<file path="src/rtl/i2c_bus_cond_detect_pkg.sv">
// Shared constants and types for the I2C bus front end.
// Used by i2c_sync_filter, by i2c_bus_cond_detect and by downstream FSMs.
package i2c_pkg;

  // Level of an undriven, pulled-up I2C line.
  localparam logic I2C_IDLE_LEVEL = 1'b1;

  // Default synchroniser depth and glitch-filter length.
  localparam int I2C_DEF_SYNC_STAGES = 2;
  localparam int I2C_DEF_FILT_LEN    = 3;

  // Bus condition seen on the filtered lines in one cycle.
  typedef enum logic [1:0] {
    COND_NONE,
    COND_START,
    COND_STOP
  } i2c_cond_t;

endpackage

</file>
<file path="src/rtl/i2c_bus_cond_detect_sync_filter.sv">
// i2c_sync_filter: synchronises one raw I2C pin into clk and removes glitches.
// The filtered level follows the synchronised level only after the two have
// disagreed for FILT_LEN consecutive cycles.
module i2c_sync_filter
  import i2c_pkg::*;
#(
  parameter int SYNC_STAGES = I2C_DEF_SYNC_STAGES,
  parameter int FILT_LEN    = I2C_DEF_FILT_LEN
) (
  input  logic clk,
  input  logic rst_n,
  input  logic d_in,
  output logic d_f
);

  localparam int CNT_W = $clog2(FILT_LEN + 1);

  // Reject illegal configurations while the design is being elaborated.
  generate
    if (SYNC_STAGES < 2 || SYNC_STAGES > 4) begin : g_bad_sync
      $error("i2c_sync_filter: SYNC_STAGES must be in 2..4");
    end
    if (FILT_LEN < 1 || FILT_LEN > 15) begin : g_bad_filt
      $error("i2c_sync_filter: FILT_LEN must be in 1..15");
    end
  endgenerate

  logic [SYNC_STAGES-1:0] sync_reg;
  logic [CNT_W-1:0]       cnt_reg;
  logic                   d_f_reg;
  logic                   synced;

  assign synced = sync_reg[SYNC_STAGES-1];
  assign d_f    = d_f_reg;

  // Plain flop chain: the pin is shifted in with nothing between stages.
  always_ff @(posedge clk or negedge rst_n) begin
    if (!rst_n) begin
      sync_reg <= {SYNC_STAGES{I2C_IDLE_LEVEL}};
    end else begin
      sync_reg <= {sync_reg[SYNC_STAGES-2:0], d_in};
    end
  end

  // Count disagreeing cycles; adopt the new level on the FILT_LEN-th one.
  always_ff @(posedge clk or negedge rst_n) begin
    if (!rst_n) begin
      cnt_reg <= '0;
      d_f_reg <= I2C_IDLE_LEVEL;
    end else if (synced == d_f_reg) begin
      cnt_reg <= '0;
    end else if (cnt_reg == CNT_W'(FILT_LEN - 1)) begin
      cnt_reg <= '0;
      d_f_reg <= synced;
    end else begin
      cnt_reg <= cnt_reg + CNT_W'(1);
    end
  end

endmodule

</file>
<file path="src/rtl/i2c_bus_cond_detect.sv">
// i2c_bus_cond_detect: I2C subordinate front end. Produces filtered SCL/SDA,
// SCL edge strobes, START / repeated START / STOP pulses and bus_busy.
// Optional macro I2C_BUS_TIMEOUT_EN adds an SCL-low timeout that drops
// bus_busy; without it bus_timeout is tied low.
module i2c_bus_cond_detect
  import i2c_pkg::*;
#(
  parameter int SYNC_STAGES    = I2C_DEF_SYNC_STAGES,
  parameter int FILT_LEN       = I2C_DEF_FILT_LEN,
  parameter int TIMEOUT_CYCLES = 1000
) (
  input  logic clk,
  input  logic rst_n,
  input  logic scl_in,
  input  logic sda_in,
  output logic scl_f,
  output logic sda_f,
  output logic scl_rise,
  output logic scl_fall,
  output logic start,
  output logic rstart,
  output logic stop,
  output logic bus_busy,
  output logic bus_timeout
);

  localparam int LINE_SCL = 0;
  localparam int LINE_SDA = 1;

  // The timeout length must be meaningful even when the timeout is not built.
  generate
    if (TIMEOUT_CYCLES < 1) begin : g_bad_timeout
      $error("i2c_bus_cond_detect: TIMEOUT_CYCLES must be at least 1");
    end
  endgenerate

  logic [1:0] pin_raw;
  logic [1:0] line_f;

  assign pin_raw = {sda_in, scl_in};

  // One synchroniser + glitch filter per line.
  genvar gi;
  generate
    for (gi = 0; gi < 2; gi++) begin : g_line
      i2c_sync_filter #(
        .SYNC_STAGES (SYNC_STAGES),
        .FILT_LEN    (FILT_LEN)
      ) u_filt (
        .clk   (clk),
        .rst_n (rst_n),
        .d_in  (pin_raw[gi]),
        .d_f   (line_f[gi])
      );
    end
  endgenerate

  assign scl_f = line_f[LINE_SCL];
  assign sda_f = line_f[LINE_SDA];

  logic      prev_scl_reg;
  logic      prev_sda_reg;
  logic      scl_rise_reg;
  logic      scl_fall_reg;
  logic      start_reg;
  logic      rstart_reg;
  logic      stop_reg;
  logic      busy_reg;
  logic      timeout_pulse;
  i2c_cond_t cond;

  // Previous filtered levels, idle-high so reset release looks like no change.
  always_ff @(posedge clk or negedge rst_n) begin
    if (!rst_n) begin
      prev_scl_reg <= I2C_IDLE_LEVEL;
      prev_sda_reg <= I2C_IDLE_LEVEL;
    end else begin
      prev_scl_reg <= scl_f;
      prev_sda_reg <= sda_f;
    end
  end

  // SDA may only flag a condition if SCL was high both before and now,
  // which also suppresses conditions when both lines move together.
  always_comb begin
    cond = COND_NONE;
    if (prev_scl_reg && scl_f) begin
      if (prev_sda_reg && !sda_f) begin
        cond = COND_START;
      end else if (!prev_sda_reg && sda_f) begin
        cond = COND_STOP;
      end
    end
  end

  // Registered one-cycle strobes for SCL edges and bus conditions.
  always_ff @(posedge clk or negedge rst_n) begin
    if (!rst_n) begin
      scl_rise_reg <= 1'b0;
      scl_fall_reg <= 1'b0;
      start_reg    <= 1'b0;
      rstart_reg   <= 1'b0;
      stop_reg     <= 1'b0;
    end else begin
      scl_rise_reg <= !prev_scl_reg && scl_f;
      scl_fall_reg <= prev_scl_reg && !scl_f;
      start_reg    <= (cond == COND_START);
      rstart_reg   <= (cond == COND_START) && busy_reg;
      stop_reg     <= (cond == COND_STOP);
    end
  end

  // Busy follows the start/stop pulses; a START beats a simultaneous timeout.
  always_ff @(posedge clk or negedge rst_n) begin
    if (!rst_n) begin
      busy_reg <= 1'b0;
    end else if (start_reg) begin
      busy_reg <= 1'b1;
    end else if (stop_reg || timeout_pulse) begin
      busy_reg <= 1'b0;
    end
  end

`ifdef I2C_BUS_TIMEOUT_EN
  localparam int TO_W = $clog2(TIMEOUT_CYCLES + 1);

  logic [TO_W-1:0] timeout_cnt_reg;
  logic            timeout_reg;

  // Count busy cycles with SCL held low; pulse once the limit is reached.
  always_ff @(posedge clk or negedge rst_n) begin
    if (!rst_n) begin
      timeout_cnt_reg <= '0;
      timeout_reg     <= 1'b0;
    end else if (!busy_reg || scl_f) begin
      timeout_cnt_reg <= '0;
      timeout_reg     <= 1'b0;
    end else if (timeout_cnt_reg == TO_W'(TIMEOUT_CYCLES - 1)) begin
      timeout_cnt_reg <= '0;
      timeout_reg     <= 1'b1;
    end else begin
      timeout_cnt_reg <= timeout_cnt_reg + TO_W'(1);
      timeout_reg     <= 1'b0;
    end
  end

  assign timeout_pulse = timeout_reg;
`else
  assign timeout_pulse = 1'b0;
`endif

  assign scl_rise    = scl_rise_reg;
  assign scl_fall    = scl_fall_reg;
  assign start       = start_reg;
  assign rstart      = rstart_reg;
  assign stop        = stop_reg;
  assign bus_busy    = busy_reg;
  assign bus_timeout = timeout_pulse;

endmodule

</file>
<file path="config.mk">
export PLATFORM = sky130hd
export DESIGN_NAME = i2c_bus_cond_detect
export DESIGN_NICKNAME = d
export VERILOG_FILES = /design/src/rtl/i2c_bus_cond_detect_pkg.sv /design/src/rtl/i2c_bus_cond_detect_sync_filter.sv /design/src/rtl/i2c_bus_cond_detect.sv
export SDC_FILE = /design/constraint.sdc
export NUM_CORES = 1
export LEC_CHECK = 0
export ABC_CLOCK_PERIOD_IN_PS = 1040
export BUFFER_PORTS_ARGS = -buffer_cell sky130_fd_sc_hd__buf_2
export CORE_MARGIN = 2
export CORE_UTILIZATION = 25
export CTS_CLUSTER_SIZE = 16
export DETAILED_ROUTE_END_ITERATION = 8
export SYNTH_ARGS = -nofsm -noshare
export SYNTH_HDL_FRONTEND = slang
export SYNTH_HIERARCHICAL = 1
export SYNTH_SLANG_ARGS = --single-unit
</file>
<file path="constraint.sdc">
create_clock -name clk -period 1.04 [get_ports clk]
set_clock_uncertainty 0.05 [all_clocks]
set_input_delay 0.208 -clock clk [delete_from_list [all_inputs] [get_ports clk]]
set_output_delay 0.208 -clock clk [all_outputs]
set_load 0.005 [all_outputs]
</file>
==> results of run 1 <==
per-stage QoR:
stage          setup WS, ns  hold WS, ns  std cells  utilization
2_1_floorplan      -0.00407       -0.138         37            -
4_1_cts              -0.269        0.316         88        0.348
3_5_place_dp       -0.00424        0.104         78        0.301
6_report             -0.247        0.313         91        0.380
3_3_place_gp         0.0137       0.0921         78        0.301
5_1_grt              -0.300        0.317         91        0.380
routing by layer:
metal / up-vias / GRT usage / share of wire
li1: 168 / - / -
met1: 175 / 0.0712 / 0.39
met2: 14 / 0.144 / 0.54
met3: 0 / 0.0500 / 0.071
met4: 0 / 0 / 0
met5: - / 0 / 0
worst min-delay path by stage:
stage	startpoint	endpoint	slack (ns)	cells past startpoint
finish	g_line[1].u_filt/sync_reg[0]	g_line[1].u_filt/sync_reg[1]	0.31	0
global route	g_line[1].u_filt/sync_reg[0]	g_line[1].u_filt/sync_reg[1]	0.32	0
CTS	rst_n	scl_fall	0.32	2
detailed placement	rst_n	scl_fall	0.10	1
global placement	rst_n	scl_rise	0.09	1
floorplan	rst_n	bus_busy	-0.14	0
cell type report:
cell class	instances	area share
repair buffers	21	0.188
well taps	30	0.0406
multi-input cells	17	0.230
flip-flops and latches	18	0.498
clock buffers	4	0.0392
inverters	1	0.00406
layout by cell type, fill, tap and decap left out, types with 2 or more instances in the layout:
master          n
nor2b_4         2
nor3b_2         2
buf_4           4
clkbuf_4        3
xnor2_4         2
dfstp_2         8
buf_2           9
mux2_4          2
buf_6           3
and2b_2         2
dlygate4sd3_1   3
dfrtp_1        10
and4b_1         2
nor3_2          2
cell families after synthesis:
kind of cell	after synthesis	synth area share
xor gates and xnor gates	2	0.0279
buffers and inverters	2	0.0180
other	1	0.00598
AOI/OAI and AO/OA	1	0.0120
muxes	2	0.0479
DFF	18	0.735
and+or+nand+nor	11	0.154
where the power goes:
group	internal (uW)	switching, uW
registers	997	180
clock network	213	193
logic	718	324
critical path: stages, from the launching register on:
cell     delay [ns]
dfstp_2        0.57
buf_12         0.10
buf_6          0.08
repair_timing:
action                     in CTS  in global routing
setup endpoints to repair      12                 15
hold endpoints to repair       12                  0
setup buffers                   3                  3
resized for setup               4                  9
pin swaps                       1                  2
hold buffers                    3                  0
==> summary.md, run 1 <==
| Metric | Value |
|---|---|
| Max clock buf depth | `2` |
| Largest net degree at the start of global routing | `19` |
| CTS tree | `done` |
| Startpoint Class | `flip-flop` |
| Core ar. | `0.00243 sq mm` |
| Reg-to-Reg Start | `g_line[1].u_filt/d_f` |
| Share of the synthesized area in the top cell type | `0.399` |
| # IOs | `13` |
| Worst setup startpoint | `g_line[1].u_filt/d_f` |
| Tcrit/Tclk final | `1.24` |
| Minimum clock period | `1.29 ns` |
| Final Net Count | `66` |
| Final instance area | `925 sq um` |
| Initial Util | `0.258` |
| Via Count | `357` |
| Die H | `54.1 um` |
| Number of synthesized register bits | `18` |
| Std cell rows | `18` |
| Final ANT Viol Nets | `0` |
| Clock root buffer | `clkbuf_4` |
| Crit path arrival time | `1.03 ns` |
| Vias per std cell | `3.92` |
| Cells after Synth | `37` |
| FFs w/ async S/R, synth | `1.00` |
| FMAX | `0.777 GHz` |
| Synthesized area | `627 sq um` |
| Distinct cells, synth | `14` |
| Routability cong. | `0.593` |
| Max Slew Vio Count | `0` |
| Layout cell share with drive strength beyond 1 | `0.689` |
| GRT overflow | `0` |
| Top_reg_cell synth | `dfrtp_1` |
| Initial drt markers | `3` |
| Total DRC errors in the routed layout | `0` |
| Final wirelength | `948 um` |
| Antenna diodes | `0` |
| Cells taking the most area after synthesis | `dfrtp_1 40%, dfstp_2 34%, mux2_4 4.8%, nor2b_4 4.4%, and4b_1 3.2%` |
| Num CTS Buffers | `3` |
| Crit path capture type | `output pin` |
| Yosys Warn Count | `6` |
| Total power | `2630 uW` |
| H-tree depth | `1` |
| Worst reg-to-reg setup slack | `-0.20 ns` |
| Setup Total Neg Slack | `-1.11 ns` |
| Max VDD drop | `1470 uV` |
| Crit path to | `sda_f` |
| Sink Count | `18` |
| Final Hold Fails | `0` |
| Most frequent cell after synthesis | `dfrtp_1` |
| RR Endpoint | `g_line[1].u_filt/d_f` |
| Pre-Repair DR Iteration Count | `4` |
| WP data required | `0.78 ns` |
| Count of flip-flops with a built-in enable after synthesis | `0` |
| Latest clock arrival within the worst-skew pair | `0.28 ns` |
| Area leader, netlist | `dfrtp_1` |
| Reg area | `460 sq um` |
| RSZ-0062 raised after global routing | `yes` |
| Initial antenna violation count | `0` |
| Total Routing Usage GR | `0.0758` |
| Max-cap violations | `0` |
| P&R area growth vs syn | `47.5%` |
| Crit-path max FO | `3` |
| Post-Syn Nets | `41` |
| Setup slack after layout | `-0.247 ns` |
| Post-synth top cells | `10 x dfrtp_1, 8 x dfstp_2` |
| LEAKAGE | `0.000436 uW` |
| Die area | `0.00292 sq mm` |
| Final setup fails | `12` |
| Status | `finished, violations left` |
| Seq/Total Area, Yosys | `0.735` |
| Clock transition at the registers of the reported paths | `0.09 ns` |
| Area of placed instances | `732 sq um` |
| Hold Crit Class | `flip-flop to flip-flop` |
| Violated checks | `setup timing` |
| Syn_area_per_cell | `16.9 sq um` |
| Multi-input gate area | `213 sq um` |
| Drt wl/cell | `10.4 um` |
| First-pass GRT wire length | `1.56 mm` |
| Pwr Density | `2840 mW/mm^2` |
| Layout fillers | `246` |
| Reg2reg path depth | `5` |
| CP Class | `flip-flop to output pin` |
| Vias in the first global route | `388` |
| # port buffers | `11` |
| Die width | `54.1 um` |
(Power assumes the default switching activity.)
==> inputs of run 2 (changes only) <==
--- a/constraint.sdc
+++ b/constraint.sdc
@@ -4,2 +4,2 @@
 set_output_delay 0.208 -clock clk [all_outputs]
-set_load 0.005 [all_outputs]
+set_load 0.02 [all_outputs]
==> summary.md, run 2 (synthesis results as in run 1) <==
| Metric | Value |
|---|---|
| FMAX | `0.823 GHz (+6.0%)` |
| Max stage delay on crit path | `0.55 ns (-0.02 ns)` |
| Die area | `0.00292 sq mm (unchanged)` |
| Num CTS Buffers | `3 (unchanged)` |
| Max VDD drop | `1350 uV (-8.3%)` |
| Total Routing Usage GR | `0.0815 (+0.00578)` |
| Commonest cells after routing, fill and taps aside | `10 x dfrtp_1, 8 x dfstp_2, 8 x buf_6` |
| Minimum clock period | `1.21 ns (-0.0724 ns)` |
| Cell Chain, Critical Path | `buf_4, and4b_1, and2_1` |
| RSZ-0062 raised after global routing | `yes` |
| Crit path to | `rstart` |
| Crit path capture type | `flip-flop` |
| Pwr Density | `2910 mW/mm^2 (+2.6%)` |
| Hold Crit Class | `flip-flop to flip-flop` |
| Antenna diodes | `0 (unchanged)` |
| Die H | `54.1 um (unchanged)` |
| P&R area growth vs syn | `44.7%` |
| LEAKAGE | `0.000423 uW (-3.1%)` |
| Worst setup startpoint | `g_line[1].u_filt/d_f` |
| Clock transition at the registers of the reported paths | `0.10 ns (about the same)` |
| Levels on crit path | `3 (+1)` |
| Setup Total Neg Slack | `-0.788 ns (+0.325 ns)` |
| Dpl ws | `-0.0477 ns (-0.0434 ns)` |
| Crit path arrival time | `1.35 ns (+0.32 ns)` |
| Initial drt markers | `0 (-3)` |
| Largest net degree at the start of global routing | `19 (unchanged)` |
| Latest clock arrival within the worst-skew pair | `0.28 ns (about the same)` |
| Buf/Inv on CP | `1 (-1)` |
| Routability cong. | `0.560 (-5.5%)` |
| Max clock buf depth | `2 (unchanged)` |
| Status | `finished, violations left` |
| CTS tree | `done` |
| GRT overflow | `0 (unchanged)` |
| Std cell rows | `18 (unchanged)` |
| # IOs | `13 (unchanged)` |
| # port buffers | `11 (unchanged)` |
| Reg-to-Reg Start | `g_line[1].u_filt/d_f` |
| Fin util | `0.373 (-0.00720)` |
| Worst reg-to-reg setup slack | `-0.17 ns (+0.03 ns)` |
| Final Net Count | `64 (-3.0%)` |
| H-tree depth | `1 (unchanged)` |
| Initial antenna violation count | `0 (unchanged)` |
| Final wirelength | `949 um (+0.11%)` |
| WP data required | `1.17 ns (+0.39 ns)` |
| Reg2reg path depth | `3 (-2)` |
| First-pass GRT wire length | `1.62 mm (+4.0%)` |
| Die width | `54.1 um (unchanged)` |
| Core ar. | `0.00243 sq mm (unchanged)` |
| Via Count | `348 (-2.5%)` |
| Crit-path max FO | `5 (+2)` |
| Layout cell share with drive strength beyond 1 | `0.661 (-0.0275)` |
| Setup slack after layout | `-0.175 ns (+0.0724 ns)` |
| CP max-delay cell | `dfstp_2` |
| Violated checks | `setup timing` |
| Drt wl/cell | `10.7 um (+2.4%)` |
| Final setup fails | `15 (+3)` |
| Final Hold Fails | `0 (unchanged)` |
| Most common cell after layout, fill and taps aside | `dfrtp_1` |
| Final ANT Viol Nets | `0 (unchanged)` |
| Vias in the first global route | `407 (+4.9%)` |
| Max-cap violations | `0 (unchanged)` |
| Initial Util | `0.258 (unchanged)` |
| Sink Count | `18 (unchanged)` |
| Total DRC errors in the routed layout | `0 (unchanged)` |
| Tcrit/Tclk final | `1.17 (-0.0696)` |
| Pre-Repair DR Iteration Count | `1 (-3)` |
| Top delay family on crit path | `flip-flops` |
| Vias per std cell | `3.91 (-0.33%)` |
| Clock root buffer | `clkbuf_4` |
| CP Class | `flip-flop to flip-flop` |
| Total power | `2640 uW (+0.67%)` |
| Startpoint Class | `flip-flop` |
| RR Endpoint | `rstart` |
| Hold Slack | `0.310 ns (-0.00235 ns)` |
| Max Slew Vio Count | `0 (unchanged)` |
==> run 2: timing repair <==
item	4_1_cts	5_1_grt
gates resized for setup	17	5
pin swaps	0	1
setup buffers	4	1
hold buffers	3	0
cloned	0	0
endpoints found under the setup margin	9	15
hold endpoints to repair	12	0
==> run 2: area by class of cell <==
cell class | instances | area [sq um]
Clock buffer | 4 | 36.3
Fill cell | 242 | 1530
Tap cell | 30 | 37.5
Inverter | 1 | 3.75
Sequential cell | 18 | 460
Multi-Input combinational cell | 17 | 196
Timing Repair Buffer | 19 | 173
==> run 2: worst reg2reg max path, stage by stage, from the launching register on <==
cell and delay (ns):
dfstp_2 0.55, buf_4 0.15, and4b_1 0.21, and2_1 0.16
==> run 2: routing by layer <==
layer | track usage | wire [um]
met5 | 0 | 0
met4 | 0 | 0
met3 | 0.0583 | 75
met2 | 0.152 | 506
met1 | 0.0763 | 368
==> run 2: worst min path at each step <==
stage	slack, ns	startpoint	cells past startpoint	end
global route	0.32	g_line[0].u_filt/sync_reg[0]	0	g_line[0].u_filt/sync_reg[1]
CTS	0.31	g_line[1].u_filt/sync_reg[0]	0	g_line[1].u_filt/sync_reg[1]
floorplan	-0.14	rst_n	0	bus_busy
detailed placement	0.10	rst_n	1	scl_fall
finish	0.31	g_line[1].u_filt/sync_reg[0]	0	g_line[1].u_filt/sync_reg[1]
global placement	0.09	rst_n	1	scl_rise
==> run 2: power by group <==
group	switching, uW	total [uW]	leakage (uW)	internal [uW]
Combinational	430	1060	0.000186	631
Sequential	176	1170	0.000215	996
Clock	198	411	0.0000210	213
==> run 2: stage by stage <==
stage	instance area, sq um	instances
floorplan	627	37
global placement	712	77
detailed placement	712	77
CTS	866	88
global route	907	89
finish	907	89
